`config.mk`:
```
export PLATFORM = sky130hd
export DESIGN_NAME = side_info_2ch_packer
export DESIGN_NICKNAME = d
export VERILOG_FILES = /design/src/rtl/mp3_side_info_pkg.sv /design/src/rtl/side_info_2ch_assemble.sv /design/src/rtl/side_info_2ch_packer.sv
export SDC_FILE = /design/constraint.sdc
export NUM_CORES = 1
export LEC_CHECK = 0
export ABC_AREA = 1
export CAP_MARGIN = 20
export CELL_PAD_IN_SITES_DETAIL_PLACEMENT = 1
export CELL_PAD_IN_SITES_GLOBAL_PLACEMENT = 1
export CORE_AREA = 2 2 195 197
export CTS_CLUSTER_DIAMETER = 60
export DETAILED_ROUTE_END_ITERATION = 10
export DIE_AREA = 0 0 197 199
export PLACE_DENSITY = 0.88
export REMOVE_ABC_BUFFERS = 1
export SLEW_MARGIN = 5
export SYNTH_ARGS = -nofsm -noshare
export SYNTH_HDL_FRONTEND = slang
export SYNTH_HIERARCHICAL = 1
export SYNTH_SLANG_ARGS = --single-unit
```
`constraint.sdc`:
```
create_clock -name clk -period 4.65 [get_ports clk]
set_clock_uncertainty 0.15 [all_clocks]
set_input_delay 0.93 -clock clk [delete_from_list [all_inputs] [get_ports clk]]
set_output_delay 0.93 -clock clk [all_outputs]
set_load 0.01 [all_outputs]
```
`src/rtl/mp3_side_info_pkg.sv`:
```
// rtl/mp3_side_info_pkg.sv - shared widths, frame sizes and FSM states for the side-info packer
package mp3_side_info_pkg;

  localparam int MDB_W = 9;
  localparam int PB_W  = 3;
  localparam int P23_W = 12;
  localparam int BV_W  = 9;
  localparam int GG_W  = 8;
  localparam int SFC_W = 4;
  localparam int TS_W  = 5;
  localparam int SBG_W = 3;

  localparam int SIDE_INFO_BITS = 256;
  localparam int GRCH_BITS      = 59;
  localparam int HDR_BITS       = 20;
  localparam int BRANCH_BITS    = 22;
  localparam int FRAME_BYTES    = SIDE_INFO_BITS / 8;

  typedef enum logic [1:0] {
    ST_IDLE = 2'd0,
    ST_SEND = 2'd1,
    ST_GAP  = 2'd2,
    ST_FIN  = 2'd3
  } pack_state_t;

endpackage

```
`src/rtl/side_info_2ch_assemble.sv`:
```
// rtl/side_info_2ch_assemble.sv - combinational assembly of the 256-bit stereo side-info vector
module side_info_2ch_assemble
  import mp3_side_info_pkg::*;
(
  input  logic [MDB_W-1:0]                 main_data_begin,
  input  logic [PB_W-1:0]                  private_bits,
  input  logic [1:0][3:0]                  scfsi,
  input  logic [1:0][1:0][P23_W-1:0]       part2_3_length,
  input  logic [1:0][1:0][BV_W-1:0]        big_values,
  input  logic [1:0][1:0][GG_W-1:0]        global_gain,
  input  logic [1:0][1:0][SFC_W-1:0]       scalefac_compress,
  input  logic [1:0][1:0]                  window_switching_flag,
  input  logic [1:0][1:0][1:0]             block_type,
  input  logic [1:0][1:0]                  mixed_block_flag,
  input  logic [1:0][1:0][2:0][TS_W-1:0]   table_select,
  input  logic [1:0][1:0][2:0][SBG_W-1:0]  subblock_gain,
  input  logic [1:0][1:0][3:0]             region0_count,
  input  logic [1:0][1:0][3:0]             region1_count,
  input  logic [1:0][1:0]                  preflag,
  input  logic [1:0][1:0]                  scalefac_scale,
  input  logic [1:0][1:0]                  count1table_select,
  output logic [SIDE_INFO_BITS-1:0]        vec
);

  logic [GRCH_BITS-1:0] slice [4];

  // region1_count[3] has no slot in the bitstream; it is deliberately dropped
  logic unused_region1_msb;
  assign unused_region1_msb = ^{region1_count[0][0][3], region1_count[0][1][3],
                                region1_count[1][0][3], region1_count[1][1][3]};

  // One 59-bit slice per granule/channel; the 22-bit middle depends on window switching
  genvar g, c;
  generate
    for (g = 0; g < 2; g++) begin : g_gr
      for (c = 0; c < 2; c++) begin : g_ch
        logic [BRANCH_BITS-1:0] branch;

        assign branch = window_switching_flag[g][c]
          ? {block_type[g][c], mixed_block_flag[g][c],
             table_select[g][c][0], table_select[g][c][1],
             subblock_gain[g][c][0], subblock_gain[g][c][1], subblock_gain[g][c][2]}
          : {table_select[g][c][0], table_select[g][c][1], table_select[g][c][2],
             region0_count[g][c], region1_count[g][c][2:0]};

        assign slice[g*2+c] = {part2_3_length[g][c], big_values[g][c], global_gain[g][c],
                               scalefac_compress[g][c], window_switching_flag[g][c], branch,
                               preflag[g][c], scalefac_scale[g][c], count1table_select[g][c]};
      end
    end
  endgenerate

  // Header first, then slices in gr0ch0, gr0ch1, gr1ch0, gr1ch1 order; bit 255 goes out first
  assign vec = {main_data_begin, private_bits, scfsi[0], scfsi[1],
                slice[0], slice[1], slice[2], slice[3]};

endmodule

```
`src/rtl/side_info_2ch_packer.sv`:
```
// rtl/side_info_2ch_packer.sv - serialises stereo side-info into an MSB-first byte stream
module side_info_2ch_packer
  import mp3_side_info_pkg::*;
#(
  parameter int BYTE_GAP = 0
) (
  input  logic                             clk,
  input  logic                             rst,
  input  logic                             start,
  input  logic [MDB_W-1:0]                 main_data_begin,
  input  logic [PB_W-1:0]                  private_bits,
  input  logic [1:0][3:0]                  scfsi,
  input  logic [1:0][1:0][P23_W-1:0]       part2_3_length,
  input  logic [1:0][1:0][BV_W-1:0]        big_values,
  input  logic [1:0][1:0][GG_W-1:0]        global_gain,
  input  logic [1:0][1:0][SFC_W-1:0]       scalefac_compress,
  input  logic [1:0][1:0]                  window_switching_flag,
  input  logic [1:0][1:0][1:0]             block_type,
  input  logic [1:0][1:0]                  mixed_block_flag,
  input  logic [1:0][1:0][2:0][TS_W-1:0]   table_select,
  input  logic [1:0][1:0][2:0][SBG_W-1:0]  subblock_gain,
  input  logic [1:0][1:0][3:0]             region0_count,
  input  logic [1:0][1:0][3:0]             region1_count,
  input  logic [1:0][1:0]                  preflag,
  input  logic [1:0][1:0]                  scalefac_scale,
  input  logic [1:0][1:0]                  count1table_select,
  output logic [7:0]                       axiod,
  output logic                             axiov,
  output logic                             busy,
  output logic                             done
);

  localparam logic [3:0] GAP_LAST  = (BYTE_GAP > 0) ? 4'(BYTE_GAP - 1) : 4'd0;
  localparam logic [5:0] LAST_BYTE = 6'(FRAME_BYTES - 1);
  localparam logic [5:0] ALL_SENT  = 6'(FRAME_BYTES);

  pack_state_t               state, state_nx;
  logic [SIDE_INFO_BITS-1:0] vec;
  logic [SIDE_INFO_BITS-1:0] sr;
  logic [5:0]                byte_cnt;
  logic [3:0]                gap_cnt;
  logic [7:0]                hold;
  logic                      load;

  side_info_2ch_assemble u_assemble (
    .main_data_begin       (main_data_begin),
    .private_bits          (private_bits),
    .scfsi                 (scfsi),
    .part2_3_length        (part2_3_length),
    .big_values            (big_values),
    .global_gain           (global_gain),
    .scalefac_compress     (scalefac_compress),
    .window_switching_flag (window_switching_flag),
    .block_type            (block_type),
    .mixed_block_flag      (mixed_block_flag),
    .table_select          (table_select),
    .subblock_gain         (subblock_gain),
    .region0_count         (region0_count),
    .region1_count         (region1_count),
    .preflag               (preflag),
    .scalefac_scale        (scalefac_scale),
    .count1table_select    (count1table_select),
    .vec                   (vec)
  );

  // Next-state logic; a new frame is only accepted from IDLE or FIN
  always_comb begin
    state_nx = state;
    load     = 1'b0;
    case (state)
      ST_IDLE: begin
        if (start) begin
          load     = 1'b1;
          state_nx = ST_SEND;
        end
      end
      ST_SEND: begin
        if (BYTE_GAP > 0) begin
          state_nx = ST_GAP;
        end else if (byte_cnt == LAST_BYTE) begin
          state_nx = ST_FIN;
        end
      end
      ST_GAP: begin
        if (gap_cnt == GAP_LAST) begin
          state_nx = (byte_cnt == ALL_SENT) ? ST_FIN : ST_SEND;
        end
      end
      ST_FIN: begin
        if (start) begin
          load     = 1'b1;
          state_nx = ST_SEND;
        end else begin
          state_nx = ST_IDLE;
        end
      end
      default: state_nx = ST_IDLE;
    endcase
  end

  // State, shift register, counters and last-byte hold register
  always_ff @(posedge clk) begin
    if (rst) begin
      state    <= ST_IDLE;
      sr       <= '0;
      byte_cnt <= '0;
      gap_cnt  <= '0;
      hold     <= '0;
    end else begin
      state <= state_nx;
      if (load) begin
        sr       <= vec;
        byte_cnt <= '0;
        gap_cnt  <= '0;
      end else if (state == ST_SEND) begin
        sr       <= {sr[SIDE_INFO_BITS-9:0], 8'h00};
        byte_cnt <= byte_cnt + 6'd1;
        gap_cnt  <= '0;
        hold     <= sr[SIDE_INFO_BITS-1 -: 8];
      end else if (state == ST_GAP) begin
        gap_cnt  <= gap_cnt + 4'd1;
      end
    end
  end

  assign axiov = (state == ST_SEND);
  assign busy  = (state == ST_SEND) || (state == ST_GAP);
  assign done  = (state == ST_FIN);
  assign axiod = axiov ? sr[SIDE_INFO_BITS-1 -: 8] : hold;

endmodule

```
==> results of run 1 <==
flip-flops by register name (all words and copies together), names as in the netlist:
register / flops
state: 2
hold: 8
gap_cnt: 4
byte_cnt: 6
sr: 256
cells by family after synthesis:
kind of cell    share of synthesized area (%)
simple gates                             22.1
fa+ha+maj                               0.788
xor+xnor                               0.0613
compound gates                           21.4
flops                                    38.7
buf+inv                                  17.0
stage by stage:
step	hold slack (ns)	utilization (%)	std cells	TNS [ns]
final	0.305	46.1	2575	0
after global routing	0.325	46.1	2575	0
after CTS	0.308	46.1	2573	0
after detailed placement	0.298	43.0	2511	0
after global placement	0.291	43.0	2511	0
after floorplan	0.278	-	1705	-987.43
worst max-delay path by stage:
stage / depth (start not counted) / to / slack (ns) / start
global route: 5 / axiod[1] / 0.94 / state[1]$_SDFFE_PP0P_
finish: 5 / axiod[1] / 1.12 / state[1]$_SDFFE_PP0P_
floorplan: 6 / sr[247]$_SDFFE_PP0P_ / -4.00 / state[1]$_SDFFE_PP0P_
CTS: 5 / axiod[5] / 1.04 / state[1]$_SDFFE_PP0P_
global placement: 7 / sr[200]$_SDFFE_PP0P_ / 1.31 / start
detailed placement: 7 / sr[187]$_SDFFE_PP0P_ / 1.25 / start
power breakdown:
part | internal [µW] | total [µW] | switching [µW]
logic | 1200 | 3480 | 2280
registers | 3240 | 3700 | 463
clock network | 1620 | 2700 | 1070
total | 6050 | 9870 | 3820
worst max-delay path: stages (launching register included):
cell and delay, ns:
dfxtp_1 0.35, inv_1 0.19, ha_4 0.52, nand2_1 0.10
o21ai_0 0.17, clkdlybuf4s50_1 0.61
cell type report:
type	count	share of cell area [%]
antenna	2	0.0293
clock buffer	49	5.85
clock inverter	13	0.783
inverter	41	1.07
multi-input combinational	1388	37.1
sequential	276	32.3
tap	474	3.47
timing repair buffer	332	19.4
cells in the final DEF, fill, tap and decap left out, drive strengths merged, types with 9 or more instances in the layout:
| cell type | n |
|---|---|
| buf | 15 |
| o21ai | 281 |
| clkdlybuf4s50 | 317 |
| ha | 9 |
| inv | 42 |
| nand2 | 782 |
| dfxtp | 276 |
| a21oi | 29 |
| clkbuf | 49 |
| a31oi | 230 |
| nor2 | 39 |
layer usage:
| layer | vias to the layer above | global-route usage (%) |
|---|---|---|
| met5 | - | 0 |
| met4 | 6 | 6.77 |
| met3 | 84 | 4.59 |
| met2 | 310 | 37.7 |
| met1 | 6484 | 26.1 |
| li1 | 6685 | - |
==> reports/qor.csv, run 1 <==
stage,metric,value,unit
status,status,completed,
worst_setup_path,critPathCaptureType,primary output,
logic_synthesis,synth_edf_count,0,
cts,path_clk_slew,0.06,ns
cts,postCtsSetupBuffers,0,
worst_setup_path,r2r-end,sr[139]$_SDFFE_PP0P_,
logic_synthesis,synth.distinct_cells,27,
detailed_routing,topRoutingLayerUsed,met5,
timing,rsz0062_at_grt,no,
logic_synthesis,synth_ff_type,dfxtp_1,
grt,grtUsageTotal,21.4,%
logic_synthesis,syn_area_per_cell,7.03,µm²
detailed_routing,wl_per_cell,16.8,µm
logic_synthesis,yosysWarnings,6,
detailed_routing,dr.pass1.iters,5,
worst_setup_path,worstReg2RegStart,state[1]$_SDFFE_PP0P_,
logic_synthesis,yosys.area.top_type,dfxtp_1,
timing,finalSetupViolations,0,
hold_path,min_from,sr[219]$_SDFFE_PP0P_,
logic_synthesis,synth_seq_cells,276,
hold_path,min_path_cells,2,
floorplan,num_rows,71,
worst_setup_path,cp.required,3.57,ns
timing,finalCriticalPeriod,3.53,ns
logic_synthesis,async_flop_share,0,%
layout,stdcell_area,17100,µm²
logic_synthesis,syn_inst,2032,
floorplan,die_h,199,µm
worst_setup_path,worstSetupPathType,register to primary output,
pwr,vdd_drop_max,0.000396,V
floorplan,die_width,197,µm
detailed_routing,drt_iter0_drc,730,
detailed_routing,met3_length,2500,µm
logic_synthesis,ys_seq_area_share,38.7,%
worst_setup_path,worstPathMaxFanout,42,
timing,drv_slew,0,
logic_synthesis,ys_top_cells_by_area,"dfxtp_1 (39%), nand2_1 (21%), a31oi_1 (10%), buf_4 (9.5%), o21ai_1 (7.1%)",
cts,cts_buffer_depth,3,
pwr,power.density,577,nW/µm²
cts,clock_sinks,276,
hold_path,hold_path.class,register to register,
hold_path,worstHoldEndpoint,sr[219]$_SDFFE_PP0P_,
logic_synthesis,yosys-top-cells-count,"nand2_1 (782), dfxtp_1 (276), a31oi_1 (230)",
detailed_routing,wl_met1,18800,µm
layout,drive_above_1_share,3.95,%
worst_setup_path,start_kind,register,
floorplan,initial_core_util,38.5,%
place,placed_cell_area,16000,µm²
detailed_routing,drc,0,
logic_synthesis,yosysMostFrequentCell,nand2_1,
layout,area.sequential,5530,µm²
layout,final_nets,2395,
cts,clk_latency,0.50,ns
layout,multi_input_area,6340,µm²
cts,htree_levels,2,
cts,post_cts_resized,0,
worst_setup_path,reg2reg_depth,7,
timing,worst_pin_slew,0.906,ns
timing,clock.fmax,0.283,GHz
logic_synthesis,synth_top_area_share,38.7,%
detailed_routing,viasPerCell,5.27,
cts,cts_root_buf,clkbuf_16,
cts,numCtsBuffers,36,
timing,slew_headroom,39.6,%
layout,syn_to_final_growth,19.7,%
floorplan,die-area,39200,µm²
cts,cts-hold-fix-buffers,0,
place,dp_hpwl,27900,µm
place,port_buffers,317,
grt,globalRouteOverflowTotal,0,
place,gp_congestion,0.797,
detailed_routing,ant_nets,0,
detailed_routing,wl,43200,µm
cts,cts_tree,done,
flow_run,drv_cap,0,
floorplan,core_area,37100,µm²
floorplan,io_pins,322,
pwr,p_leak,0.00639,µW
grt,grt_pass1_wl,69300,µm
detailed_routing,routed-wl-met2,20700,µm
pwr,power,9870,µW
logic_synthesis,netlist_area,14300,µm²
worst_setup_path,r2r_slack,1.49,ns
grt,first_global_vias,13900,
place,pre_cts_slack,1.25,ns
detailed_routing,vias,13600,
worst_setup_path,arrival,2.45,ns
timing,hold_violations,0,
grt,antenna_found_initial,5,
grt,grt_max_degree,270,
timing,setup_ws,1.12,ns
timing,finalCritPeriodShare,75.9,%
layout,fillerInstances,4615,
(Power assumes the default switching activity.)
==> inputs of run 2 (changes only) <==
CORE_AREA = 2 2 212 214   (was 2 2 195 197)
DIE_AREA = 0 0 214 216   (was 0 0 197 199)
PLACE_DENSITY = 0.8   (was 0.88)
clock period = 3.2 ns   (was 4.65 ns; I/O delays follow)
==> reports/qor.csv, run 2 (same netlist as run 1, synthesis figures left out) <==
stage,metric,value,unit
timing,hold_ws,0.308,ns
cts,clock_sinks,276,
layout,n_antenna_cell,0,
hold_path,hold_path.class,register to register,
layout,layout_commonest_cell,nand2_1,
layout,syn_to_final_growth,22.2,%
timing,worst_pin_slew,0.643,ns
place,port_buffers,317,
grt,grt_max_degree,188,
pwr,p_int,8840,µW
place,dp_hpwl,29300,µm
layout,drive_above_1_share,4.86,%
flow_run,drv_cap,0,
floorplan,core_area,43800,µm²
layout,fillerInstances,5443,
timing,rsz0062_at_grt,no,
grt,antenna_found_initial,3,
layout,largest_reg_flops,256,
floorplan,io_pins,322,
worst_setup_path,worstReg2RegStart,state[1]$_SDFFE_PP0P_,
detailed_routing,drt_iter0_drc,857,
status,status,completed,
timing,setup_ws,0.143,ns
worst_setup_path,crit_buf_inv,2,
timing,finalCriticalPeriod,3.06,ns
floorplan,num_rows,77,
cts,cts_root_buf,clkbuf_16,
worst_setup_path,cpLargestDelayFamily,buffers and inverters,
detailed_routing,vias,13500,
detailed_routing,ant_nets,0,
detailed_routing,viasPerCell,4.98,
grt,globalRouteOverflowTotal,0,
cts,numCtsBuffers,35,
worst_setup_path,r2r-end,sr[193]$_SDFFE_PP0P_,
pwr,power.density,828,nW/µm²
timing,clock.fmax,0.327,GHz
place,placed_cell_area,16400,µm²
pwr,p_leak,0.00651,µW
worst_setup_path,r2r_slack,0.71,ns
grt,first_global_vias,13800,
hold_path,worstHoldEndpoint,hold[7]$_SDFFE_PP0N_,
worst_setup_path,arrival,2.27,ns
pwr,p_switching,5610,µW
pwr,vdd_drop_max,0.000490,V
worst_setup_path,cp.required,2.41,ns
floorplan,die_width,214,µm
cts,cts_tree,done,
grt,grt_pass1_wl,71700,µm
layout,reg_top3,"sr (256), hold (8), byte_cnt (6)",
pwr,seq_power_share,37.2,%
detailed_routing,wl,43600,µm
timing,drv_slew,0,
timing,slew_headroom,57.1,%
place,pre_cts_slack,0.513,ns
worst_setup_path,cpPeakStageDelay,0.60,ns
grt,grtUsageTotal,18.5,%
layout,final_cell_mix,"nand2_1 (782), clkdlybuf4s50_1 (316), dfxtp_1 (276)",
pwr,clock_power_share,25.6,%
detailed_routing,dr.pass1.iters,5,
floorplan,die_h,216,µm
timing,finalSetupViolations,0,
worst_setup_path,start_kind,register,
layout,largest_register,sr,
floorplan,initial_core_util,32.6,%
hold_path,min_from,hold[7]$_SDFFE_PP0N_,
worst_setup_path,reg2reg_depth,7,
layout,stdcell_area,17500,µm²
cts,path_clk_slew,0.06,ns
worst_setup_path,worstSetupPathType,register to primary output,
place,gp_congestion,0.801,
layout,final_util,39.8,%
pwr,p_sw_share,38.8,%
pwr,p_comb_share,37.1,%
floorplan,die-area,46200,µm²
detailed_routing,wl_per_cell,16.1,µm
layout,final_nets,2414,
cts,cts_buffer_depth,3,
cts,htree_levels,2,
worst_setup_path,critPathCaptureType,primary output,
worst_setup_path,crit_chain,inv_1 > ha_4 > nand2_1 > o21ai_1 > clkdlybuf4s50_1,
worst_setup_path,crit_slowest_cell,clkdlybuf4s50_1,
worst_setup_path,worstPathMaxFanout,19,
detailed_routing,drc,0,
hold_path,min_path_cells,2,
cts,clk_latency,0.51,ns
timing,hold_violations,0,
timing,finalCritPeriodShare,95.5,%
run 2: cell types whose count changed in the layout (fill, tap and decap cells not counted), moves of 2 or more:
cell        change
bufinv_16       -2
clkinvlp_4      -3
diode_2         -2
clkbuf_8        +3
clkbuf_16       -2
buf_12          +9
buf_4          +10
inv_6           +2
clkinv_2        +2
run 2: tightest hold or removal path, delay by kind of cell (launching register included):
kind / cells / cell delay [ns]
flops: 1 / 0.30
buf+inv: 1 / 0.06
compound gates: 1 / 0.06
run 2: cell type report:
cell class / instances / area (µm²) / area share, %
Multi-Input combinational cell: 1388 / 6340 / 36.3
Clock buffer: 49 / 988 / 5.66
Inverter: 41 / 183 / 1.05
Timing Repair Buffer: 352 / 3590 / 20.6
Sequential cell: 276 / 5530 / 31.7
Tap cell: 592 / 741 / 4.24
Clock inverter: 12 / 78.8 / 0.452
run 2: through the flow:
step / power, µW / cells / setup TNS (ns)
floorplan: 8810 / 1705 / -1398.07
global placement: 10600 / 2648 / 0
detailed placement: 10800 / 2648 / 0
CTS: 14600 / 2710 / 0
global route: 15600 / 2710 / 0
finish: 14400 / 2710 / 0
run 2: timing repair:
| action | 4_1_cts | 5_1_grt |
|---|---|---|
| gates resized for setup | 2 | 0 |
| endpoints found under the setup margin | 6 | 0 |
| hold endpoints to repair | 0 | 0 |
| hold buffers | 0 | 0 |
| setup buffers | 1 | 0 |
run 2: power by group through the flow:
| stage | clock, µW | sequential (µW) | combinational (µW) |
|---|---|---|---|
| floorplan | 0 | 5390 | 3420 |
| global placement | 0 | 5380 | 5190 |
| detailed placement | 0 | 5430 | 5360 |
| CTS | 3810 | 5380 | 5430 |
| global route | 3940 | 5530 | 6090 |
| finish | 3700 | 5380 | 5360 |
run 2: how the worst max path moves through the flow:
stage / startpoint / end / slack (ns) / depth (start not counted)
finish: state[1]$_SDFFE_PP0P_ / axiod[0] / 0.14 / 5
detailed placement: state[1]$_SDFFE_PP0P_ / axiod[0] / 0.51 / 4
floorplan: state[1]$_SDFFE_PP0P_ / sr[247]$_SDFFE_PP0P_ / -5.45 / 6
global route: state[1]$_SDFFE_PP0P_ / axiod[6] / 0.004 / 4
global placement: state[1]$_SDFFE_PP0P_ / axiod[0] / 0.56 / 4
CTS: state[1]$_SDFFE_PP0P_ / axiod[4] / 0.10 / 4
run 2: per-layer routing:
metal	global-route usage (%)	wire [µm]	share of wire, %	vias to the layer above
li1	-	-	-	6731
met1	24.1	20100	46	6421
met2	31.6	20500	47	281
met3	3.48	2010	4.6	67
met4	4.41	892	2.0	6
met5	0	38	0.087	-
